## config.mk

```make
export PLATFORM = sky130hd
export DESIGN_NAME = e_hazard_ctrl
export DESIGN_NICKNAME = d
export VERILOG_FILES = /design/src/rtl/hazard_pkg.sv /design/src/rtl/e_fwd_sel.sv /design/src/rtl/e_hazard_ctrl.sv
export SDC_FILE = /design/constraint.sdc
export NUM_CORES = 1
export LEC_CHECK = 0
export ABC_AREA = 1
export CELL_PAD_IN_SITES_DETAIL_PLACEMENT = 2
export CELL_PAD_IN_SITES_GLOBAL_PLACEMENT = 2
export CORE_MARGIN = 1.5
export CORE_UTILIZATION = 19
export DETAILED_ROUTE_END_ITERATION = 10
export PLACE_DENSITY_LB_ADDON = 0.1
export SLEW_MARGIN = 10
export SYNTH_ARGS = -nofsm -noshare
export SYNTH_HDL_FRONTEND = slang
export SYNTH_SLANG_ARGS = --single-unit
```

## constraint.sdc

```tcl
create_clock -name i_clk -period 2.09 [get_ports i_clk]
set_clock_uncertainty 0.1 [all_clocks]
set_input_delay 0.3135 -clock i_clk [delete_from_list [all_inputs] [get_ports i_clk]]
set_output_delay 0.3135 -clock i_clk [all_outputs]
set_load 0.005 [all_outputs]
```

## src/rtl/hazard_pkg.sv

```systemverilog
// Shared types and constants for the E-stage hazard controller.
//   fwd_sel_t  : forwarding mux select encoding for the E-stage ALU sources
//   md_state_t : multiply/divide sequencer states
//   REG_ZERO   : architectural zero register, never a forwarding source
package hazard_pkg;

  typedef enum logic [1:0] {
    FWD_REG = 2'b00,
    FWD_WB  = 2'b01,
    FWD_ALU = 2'b10,
    FWD_MEM = 2'b11
  } fwd_sel_t;

  typedef enum logic {
    IDLE = 1'b0,
    BUSY = 1'b1
  } md_state_t;

  localparam logic [4:0] REG_ZERO = 5'd0;

endpackage

```

## src/rtl/e_fwd_sel.sv

```systemverilog
// Per-source forwarding select for one E-stage ALU operand.
// Ports:
//   addr_src           : E-stage source register number
//   addr_wrM, addr_wrW : destination registers of the M and W stages
//   regwrM, regwrW     : destination write enables of the M and W stages
//   memtoregM          : M-stage instruction is a load
//   sel                : 00 regfile, 01 W result, 10 M ALU result, 11 M load data
module e_fwd_sel
  import hazard_pkg::*;
(
  input  logic [4:0] addr_src,
  input  logic [4:0] addr_wrM,
  input  logic [4:0] addr_wrW,
  input  logic       regwrM,
  input  logic       regwrW,
  input  logic       memtoregM,
  output logic [1:0] sel
);

  fwd_sel_t sel_int;

  // M is the younger producer, so it is checked before W.
  always_comb begin
    sel_int = FWD_REG;
    if (addr_src != REG_ZERO) begin
      if (regwrM && (addr_src == addr_wrM)) begin
        if (memtoregM) sel_int = FWD_MEM;
        else           sel_int = FWD_ALU;
      end else if (regwrW && (addr_src == addr_wrW)) begin
        sel_int = FWD_WB;
      end
    end
  end

  assign sel = sel_int;

endmodule

```

## src/rtl/e_hazard_ctrl.sv

```systemverilog
// Pipeline hazard controller for the 5-stage core.
// Produces E-stage ALU forwarding selects, D-stage branch comparator
// forwarding bits, and the F/D/E stall and E flush controls for branch data
// hazards and the multi-cycle multiply/divide unit.
// Ports:
//   i_clk, i_rst_n                 : clock (rising edge), async active-low reset
//   i_addr_rsD/rtD, i_addr_rsE/rtE : D- and E-stage source registers
//   i_addr_wrE/wrM/wrW             : destination registers in E, M, W
//   i_con_regwrE/M/W               : destination write enables
//   i_con_memtoregE/M              : load in E / M
//   i_con_branchD                  : branch resolved in D
//   i_con_mdstartE                 : multiply/divide in E
//   o_con_fa, o_con_fb             : ALU source A/B forwarding selects
//   o_con_fbrA, o_con_fbrB         : branch operand takes M-stage ALU result
//   o_stallF/D/E, o_flushE         : pipeline register hold / D-E clear
//   o_mdbusy                       : multiply/divide sequencer in BUSY
module e_hazard_ctrl
  import hazard_pkg::*;
#(
  parameter int MD_LAT = 32,
  parameter int CNT_W  = $clog2(MD_LAT + 1)
) (
  input  logic       i_clk,
  input  logic       i_rst_n,
  input  logic [4:0] i_addr_rsD,
  input  logic [4:0] i_addr_rtD,
  input  logic [4:0] i_addr_rsE,
  input  logic [4:0] i_addr_rtE,
  input  logic [4:0] i_addr_wrE,
  input  logic [4:0] i_addr_wrM,
  input  logic [4:0] i_addr_wrW,
  input  logic       i_con_regwrE,
  input  logic       i_con_regwrM,
  input  logic       i_con_regwrW,
  input  logic       i_con_memtoregE,
  input  logic       i_con_memtoregM,
  input  logic       i_con_branchD,
  input  logic       i_con_mdstartE,
  output logic [1:0] o_con_fa,
  output logic [1:0] o_con_fb,
  output logic       o_con_fbrA,
  output logic       o_con_fbrB,
  output logic       o_stallF,
  output logic       o_stallD,
  output logic       o_stallE,
  output logic       o_flushE,
  output logic       o_mdbusy
);

  md_state_t        state, state_next;
  logic [CNT_W-1:0] cnt, cnt_next;
  logic             mdstall;
  logic             brstall;
  logic             hit_e;
  logic             hit_mload;

  // An E-stage load is already covered by its regwrE, so memtoregE adds nothing.
  logic unused_memtoreg_e;
  assign unused_memtoreg_e = i_con_memtoregE;

  e_fwd_sel u_fwd_a (
    .addr_src  (i_addr_rsE),
    .addr_wrM  (i_addr_wrM),
    .addr_wrW  (i_addr_wrW),
    .regwrM    (i_con_regwrM),
    .regwrW    (i_con_regwrW),
    .memtoregM (i_con_memtoregM),
    .sel       (o_con_fa)
  );

  e_fwd_sel u_fwd_b (
    .addr_src  (i_addr_rtE),
    .addr_wrM  (i_addr_wrM),
    .addr_wrW  (i_addr_wrW),
    .regwrM    (i_con_regwrM),
    .regwrW    (i_con_regwrW),
    .memtoregM (i_con_memtoregM),
    .sel       (o_con_fb)
  );

  // Only a non-load M result exists in time for the D-stage comparator.
  assign o_con_fbrA = i_con_branchD && (i_addr_rsD != REG_ZERO) &&
                      (i_addr_rsD == i_addr_wrM) && i_con_regwrM && !i_con_memtoregM;
  assign o_con_fbrB = i_con_branchD && (i_addr_rtD != REG_ZERO) &&
                      (i_addr_rtD == i_addr_wrM) && i_con_regwrM && !i_con_memtoregM;

  // W producers are safe: the register file writes in the first half-cycle.
  assign hit_e     = i_con_regwrE && (i_addr_wrE != REG_ZERO) &&
                     ((i_addr_wrE == i_addr_rsD) || (i_addr_wrE == i_addr_rtD));
  assign hit_mload = i_con_memtoregM && (i_addr_wrM != REG_ZERO) &&
                     ((i_addr_wrM == i_addr_rsD) || (i_addr_wrM == i_addr_rtD));
  assign brstall   = i_con_branchD && (hit_e || hit_mload);

  always_ff @(posedge i_clk or negedge i_rst_n) begin
    if (!i_rst_n) begin
      state <= IDLE;
      cnt   <= '0;
    end else begin
      state <= state_next;
      cnt   <= cnt_next;
    end
  end

  // The starting cycle in IDLE is the first stall; BUSY then adds MD_LAT-1
  // stalls and a final non-stalled cycle in which the instruction leaves E.
  always_comb begin
    state_next = state;
    cnt_next   = cnt;
    mdstall    = 1'b0;
    case (state)
      IDLE: begin
        if (i_con_mdstartE) begin
          mdstall    = 1'b1;
          state_next = BUSY;
          cnt_next   = CNT_W'(MD_LAT - 1);
        end
      end
      BUSY: begin
        if (cnt != '0) begin
          mdstall  = 1'b1;
          cnt_next = cnt - CNT_W'(1);
        end else begin
          state_next = IDLE;
        end
      end
      default: state_next = IDLE;
    endcase
  end

  // A frozen E cannot be flushed, so the multiply/divide stall wins.
  assign o_stallF = mdstall || brstall;
  assign o_stallD = mdstall || brstall;
  assign o_stallE = mdstall;
  assign o_flushE = brstall && !mdstall;
  assign o_mdbusy = (state == BUSY);

endmodule
```

==> After elaboration in Yosys (flattened, before gate mapping) <==
Cells that the tools add are included.
{ "op_classes": {"muxes": 13, "eq_ne": 12, "n_bitwise": 1, "n_addsub": 1, "n_reduce_logical": 32} }
{ "op_table": {"columns": ["operator", "n"], "rows": [
  ["5-bit equality test", 10],
  ["5-bit nonzero test", 6],
  ["1-bit logical AND", 18],
  ["6-bit 2-to-1 mux", 2],
  ["6-bit case mux with 2 select lines", 1],
  ["2-bit 2-to-1 mux", 4],
  ["6-bit nonzero test", 1],
  ["6-bit by 1-bit subtractor with 6-bit output (second input constant)", 1],
  ["1-bit 2-to-1 mux", 5],
  ["1-bit logical OR", 4],
  ["1-bit zero test", 2],
  ["2-bit by 1-bit != test with 1-bit output (second input constant)", 1],
  ["2-bit != test (second input constant)", 1],
  ["1-bit case mux with 2 select lines", 1],
  ["2-bit AND reduction", 1],
  ["1-bit inverter", 1]
]} }
{ "word_totals": {"elab_cells": 61, "register_bits": 7} }

==> Longest topological paths before layout <==
Gate-level depths: netlist of run 1.
{ "logic_depth": {"ltp_word": 6, "depth_mapped": 11, "depth_no_buf": 10} }

==> Cells and area by module <==
From an unflattened synthesis of run 1, not the netlist that was laid out.
{ "unflattened": {"hier_cells": 265, "area_unflattened_um2": 1332.5} }
{ "by_module_without_submodules": {"columns": ["module", "area_per_inst_um2", "seq_area_each_um2", "cells_per_inst", "instances"], "rows": [
  ["e_hazard_ctrl", 812.0, 175.2, 145, 1],
  ["e_fwd_sel", 260.2, 0.0, 60, 2]
]} }

==> Worst setup path after synthesis of run 1 <==
Ideal clock, no wire load.
{ "synth_path": {"path_type": "reg-to-output", "from": "register cnt[0]", "to": "output port o_stallF", "arrival_ns": 1.297, "path_stages_with_launch": 10, "path_buffers": 2, "slack_ns": 0.380, "path_cell_list": "dfrtp_1 > inv_1 > ha_1 > nand4_1 > nand2_1 > nand2_1 > buf_6 > inv_1 > nand2_1 > buf_4"} }
{ "synth_between": {"elab_chain_len": 4} }
{ "synth_lines": {"columns": ["element", "line_no", "rtl"], "rows": [
  ["start: declaration", "e_hazard_ctrl.sv:51", "logic [CNT_W-1:0] cnt, cnt_next;"],
  ["start signal: assignment", "e_hazard_ctrl.sv:100", "cnt <= cnt_next;"],
  ["6-bit nonzero test", "e_hazard_ctrl.sv:119", "if (cnt != '0) begin"],
  ["1-bit 2-to-1 mux", "e_hazard_ctrl.sv:119", null],
  ["1-bit case mux with 2 select lines", "e_hazard_ctrl.sv:110", "case (state)"],
  ["net o_stallE", "e_hazard_ctrl.sv:45", "output logic o_stallE,"],
  ["1-bit logical OR", null, null],
  ["end: declaration", "e_hazard_ctrl.sv:43", "output logic o_stallF,"]
]} }
The timed path passes the listed nets, and every way through them passes these cells.

==> Worst setup path after layout of run 1 <==
{ "layout_path": {"from": "input port i_con_memtoregM", "to": "output port o_con_fbrB"} }
{ "layout_between": {"elab_chain_len": 2} }
{ "layout_lines": {"columns": ["element", "line_no", "rtl"], "rows": [
  ["start: declaration", "e_hazard_ctrl.sv:36", "input logic i_con_memtoregM,"],
  ["1-bit zero test", "e_hazard_ctrl.sv:85", "(i_addr_rtD == i_addr_wrM) && i_con_regwrM && !i_con_memtoregM;"],
  ["1-bit logical AND", "e_hazard_ctrl.sv:85", null],
  ["end: declaration", "e_hazard_ctrl.sv:42", "output logic o_con_fbrB,"]
]} }
No other way between the ends.

==> impl_metrics.ini, run 1 <==
[setup_path]
r2r_cells = 9
crit_path_end_kind = output port
start_kind = input port
cp_max_fo = 3
crit_required_ps = 1680
reg2reg_slack_ps = 370
worst_ep_arrival_time_ps = 1580
critPathKind = input port to output port
r2r_end = cnt[2]
timing.rr.start = cnt[3]

[synth]
ys_warn_count = 0
ys_seq_area_share_pct = 15.3
ys_async_sr_fraction_pct = 100
syn_nets = 258
synth_area_mm2 = 0.00114
avgSynthCellArea_um2 = 5.39
synth-edff-count = 0
synthFlopType = dfrtp_1
synthCells = 212
yosysUniqueCellTypes = 25
yosys_register_bits = 7

[global_route]
grt_first_pass_wirelength_um = 8470
grt_pass1_vias = 1851
antenna_found_initial = 0
grtUsageTotal_pct = 16.7
grt_max_degree = 8
gr-total-overflow = 0

[floorplanning]
die_y_um = 80.6
ioPinCount = 55
initial_utilization_pct = 19.5
rows = 28
core-area_mm2 = 0.00585
dieArea_mm2 = 0.00649
die_w_um = 80.6

[final_layout]
fin_util_pct = 36.2
syn_to_final_growth_pct = 85.4
final_cell_mix = nand2_1 (83), buf_4 (40), dlygate4sd2_1 (27)
stdcell_area_mm2 = 0.00212
drive_above_1_share_pct = 27.8
final_common_cell = nand2_1
diodes = 0
layout.nets = 356
multi_input_area_um2 = 867
num-fill-cells = 734
seq_area_um2 = 175

[timing]
post-route-period-util_pct = 95.5
finalSetupViolations = 0
timing.fmax_mhz = 501
tightest_slew_ps = 374
hold_viol_final = 0
rsz0062_at_grt = no
slew_violations = 0
max_slew_margin_pct = 75.0
min_period_ps = 2000

[worst_hold_path]
hold_path_class = input port to asynchronous set/reset pin

[outcome]
outcome = finished, final reports clean

[clock_network]
clock_sinks = 7
htree_levels = 1
postCtsHoldBufs = 0
cts_tree = built
insertion_delay_ps = 230
cts-root-buf = clkbuf_8
cts_buffers = 3
ctsLongestPathBuffers = 2
cts.reportedPaths.clkPinSlew_ps = 40

[drt]
vias = 1676
drt-pass1-iter-count = 3
via_per_inst = 4.36
wire_per_inst_um = 13.7
wl_um = 5250
first_iter_violations = 21
drc_errors = 0
drtAntennaViolNets = 0

[pwr]
p_per_area_mw_per_mm2 = 589
max-vdd-ir-drop_uv = 459
p_leak_nw = 1.16

[placement]
portBuffers = 53
post_dp_cell_area_mm2 = 0.00200
place_hpwl_um = 4390
place.gp.congestion = 0.755

[job]
drv_cap = 0
power breakdown:
part / switching (W) / internal, W
clock: 0.0000628 / 0.000132
combinational: 0.000401 / 0.000388
sequential: 0.0000560 / 0.000209
total: 0.000520 / 0.000730
worst max-delay path by stage:
stage                    start         end  cells after the start
2_1_floorplan           cnt[0]    o_stallF                      9
3_3_place_gp     i_addr_wrM[2]  o_con_fbrB                      8
3_5_place_dp     i_addr_wrM[2]    o_stallD                     12
4_1_cts          i_addr_wrM[0]    o_stallF                     13
5_1_grt          i_addr_wrM[0]    o_stallD                     13
6_report       i_con_memtoregM  o_con_fbrB                      4
sequential cells by signal, summed over array words and instances (netlist names):
register / flops
cnt: 6
o_mdbusy: 1
layout make-up:
class | instances | share of cell area [%]
Multi-Input combinational cell | 167 | 40.9
Timing Repair Buffer | 96 | 38.1
Sequential cell | 7 | 8.26
Inverter | 35 | 6.19
Tap cell | 75 | 4.42
Clock buffer | 4 | 2.12
cells in the mapped netlist (all sizes together) (3+ instances only):
cell type,n,area [um^2]
buf,3,23.8
dfrtp,7,175
inv,35,131
nand2,86,325
nand3,8,40.0
nand4,10,62.6
nor2,22,87.6
nor3,4,20.0
o21ai,9,45.0
o22ai,3,18.8
xnor2,5,43.8
xor2,8,70.1
cells by family (layout without fill, tap and decap cells):
| kind of cell | after synthesis | in the layout | share of synthesized area (%) |
|---|---|---|---|
| AOI/OAI and AO/OA | 19 | 19 | 10.3 |
| buffers and inverters | 38 | 135 | 13.6 |
| and+or+nand+nor | 133 | 133 | 48.7 |
| xor gates and xnor gates | 13 | 13 | 9.96 |
| adders and majority gates | 2 | 2 | 2.19 |
| DFF | 7 | 7 | 15.3 |
metrics by stage:
| stage | instances | hold slack (ps) | TNS, ps | setup WS (ps) | power (W) |
|---|---|---|---|---|---|
| 2_1_floorplan | 212 | -82.1 | 0 | 380 | 0.000628 |
| 3_3_place_gp | 369 | 393 | -4480 | -555 | 0.000997 |
| 3_5_place_dp | 369 | 396 | -4670 | -601 | 0.00102 |
| 4_1_cts | 384 | 274 | 0 | 0.790 | 0.00126 |
| 5_1_grt | 384 | 283 | 0 | 0.930 | 0.00137 |
| 6_report | 384 | 268 | 0 | 93.7 | 0.00125 |
routing by layer:
| metal | GRT usage, % | share of wire, % | wire length, um | vias to the layer above |
|---|---|---|---|---|
| met5 | 0 | 0 | 0 | - |
| met4 | 3.10 | 0.72 | 38 | 0 |
| met3 | 1.14 | 2.0 | 106 | 5 |
| met2 | 31.2 | 50 | 2620 | 27 |
| met1 | 20.9 | 47 | 2480 | 778 |
| li1 | - | - | - | 866 |
worst max-delay path: stages:
cell	delay, ps
clkdlybuf4s50_1	470
nand3b_1	240
a311oi_2	280
dlygate4sd2_1	270
what timing repair did:
item,CTS,global route
gates resized for setup,82,19
endpoints found under the setup margin,10,8
pin swaps,16,11
buffers inserted,11,1
(Power assumes the default switching activity.)
==> inputs of run 2 (changes only) <==
--- a/config.mk
+++ b/config.mk
@@ -11,7 +11,7 @@
 export CORE_MARGIN = 1.5
 export CORE_UTILIZATION = 19
 export DETAILED_ROUTE_END_ITERATION = 10
-export PLACE_DENSITY_LB_ADDON = 0.1
+export PLACE_DENSITY = 0.85
 export SLEW_MARGIN = 10
 export SYNTH_ARGS = -nofsm -noshare
 export SYNTH_HDL_FRONTEND = slang
==> run 2 against run 1 <==
The run now ends with negative setup slack left; register-to-register slack worse by 150 ps; combinational power is 17% higher; design area is 1.4% higher; first-iteration DRC count is 71% higher; largest cell class unchanged.
==> impl_metrics.ini, run 2 (synthesized netlist as in run 1, its figures left out) <==
[final_layout]
stdcell_area_mm2 = 0.00215
layout.nets = 356
largest-register = cnt
final_cell_mix = nand2_1 (79), buf_4 (41), dlygate4sd2_1 (27)
syn_to_final_growth_pct = 88.1
diodes = 0
largest_register_ffs = 6
drive_above_1_share_pct = 29.8
final_common_cell = nand2_1

[timing]
timing.fmax_mhz = 478
slew_violations = 0
max_slew_margin_pct = 75.1
finalSetupViolations = 1
hold_viol_final = 0
post-route-period-util_pct = 100
tightest_slew_ps = 372
min_period_ps = 2090
setup_ws_ps = -1.48

[outcome]
outcome = finished with violations
violations = negative setup slack

[drt]
wl_um = 5760
drtAntennaViolNets = 0
vias = 1734
drt-pass1-iter-count = 4
routed-wl-met2_um = 3210
via_per_inst = 4.52
wire_per_inst_um = 15.0
dr_wl_met3_um = 117
drc_errors = 0
first_iter_violations = 36
top_layer = met4
wl_met1_um = 2380

[setup_path]
cpPeakStageDelay_ps = 390
cp_max_fo = 3
crit_path_end_kind = output port
crit_required_ps = 1680
crit_path_frequent_cell = nand2_2
critPathKind = flip-flop to output port
worst_ep_arrival_time_ps = 1680
worstPathCellList = inv_2, ha_2, nand4_1, nand2_2, nand2_2, buf_6, inv_4, nand2_2, clkdlybuf4s15_2
crit_slowest_cell = dfrtp_1
reg2reg_slack_ps = 220
start_kind = flip-flop

[clock_network]
postCtsHoldBufs = 0
htree_levels = 1
clock_sinks = 7
cts_buffers = 3
insertion_delay_ps = 240
ctsLongestPathBuffers = 2
cts_tree = built
cts.reportedPaths.clkPinSlew_ps = 50
cts-root-buf = clkbuf_8

[floorplanning]
die_w_um = 80.6
rows = 28
core-area_mm2 = 0.00585
die_y_um = 80.6
initial_utilization_pct = 19.5
dieArea_mm2 = 0.00649
ioPinCount = 55

[placement]
place.gp.congestion = 0.817
post_dp_cell_area_mm2 = 0.00197
portBuffers = 53
place_hpwl_um = 4440

[pwr]
max-vdd-ir-drop_uv = 377
power_w = 0.00140
p_per_area_mw_per_mm2 = 651
p_leak_nw = 1.16

[global_route]
grt_max_degree = 8
grt_first_pass_wirelength_um = 8780
antenna_found_initial = 0
grtUsageTotal_pct = 17.5
grt_pass1_vias = 1850
gr-total-overflow = 0

[job]
drv_cap = 0

[worst_hold_path]
hold_path_class = input port to asynchronous set/reset pin
-- run 2: cell count changes in the layout (fill, tap and decap cells not counted), moves of 2 or more --
cell	before	now
nand2_1	83	79
xnor2_2	0	2
buf_2	4	1
nand2_2	3	7
xnor2_1	5	3
-- run 2: final timing paths --
| kind | end | startpoint | cells past startpoint |
|---|---|---|---|
| setup / recovery | o_stallD | cnt[0] | 9 |
| hold / removal | cnt[0] | i_rst_n | 1 |
| setup reg to reg | cnt[2] | cnt[0] | 11 |
| hold reg to reg | cnt[3] | cnt[3] | 2 |
| max in group asynchronous | cnt[4] | i_rst_n | 1 |
| min in group i_clk | cnt[3] | cnt[3] | 2 |
-- run 2: timing repair --
| action | in CTS | in global routing |
|---|---|---|
| resized for setup | 66 | 38 |
| pin swaps | 14 | 11 |
| setup buffers | 11 | 4 |
| setup endpoints to repair | 10 | 9 |
-- run 2: stage by stage --
step	hold WS (ps)	utilization (%)	setup slack, ps	instances	setup TNS [ps]
2_1_floorplan	-82.1	-	380	212	0
3_3_place_gp	382	33.6	-520	365	-4180
3_5_place_dp	418	33.6	-575	365	-4550
4_1_cts	259	35.5	0.563	380	0
5_1_grt	283	36.8	-74.1	384	-167
6_report	256	36.8	-1.48	384	-1.48
-- run 2: where the power goes --
part	total [W]	internal, W	switching (W)	leakage [nW]
combinational	0.000922	0.000459	0.000463	1.06
sequential	0.000274	0.000209	0.0000647	0.0798
clock	0.000204	0.000133	0.0000707	0.0228
-- run 2: layout make-up --
type,count,area [um^2]
inverters,35,134
well taps,75,93.8
repair buffers,96,807
clock buffers,4,45.0
multi-input cells,167,896
flip-flops and latches,7,175
fillers,747,3700
-- run 2: per-layer routing --
layer / GRT usage (%) / vias up
met2: 33.6 / 32
met1: 20.7 / 834
met5: 0 / -
met3: 1.02 / 6
li1: - / 862
met4: 4.66 / 0
-- run 2: worst max-delay path, delay by kind of cell (launching register included) --
family                   cells  cell delay, ps
buffers and inverters        4             470
adder cells (fa/ha/maj)      1             170
flip-flops                   1             390
AND/OR/NAND/NOR              4             390
==> inputs of run 3 (changes only) <==
--- a/config.mk
+++ b/config.mk
@@ -10,7 +10,9 @@
 export CELL_PAD_IN_SITES_GLOBAL_PLACEMENT = 2
 export CORE_MARGIN = 1.5
 export CORE_UTILIZATION = 19
+export CTS_CLUSTER_SIZE = 14
 export DETAILED_ROUTE_END_ITERATION = 10
+export HOLD_SLACK_MARGIN = 0.12
 export PLACE_DENSITY = 0.85
 export SLEW_MARGIN = 10
 export SYNTH_ARGS = -nofsm -noshare
==> results of run 3 <==
Same layout as run 2: the final DEF is identical, and so are final timing and power.
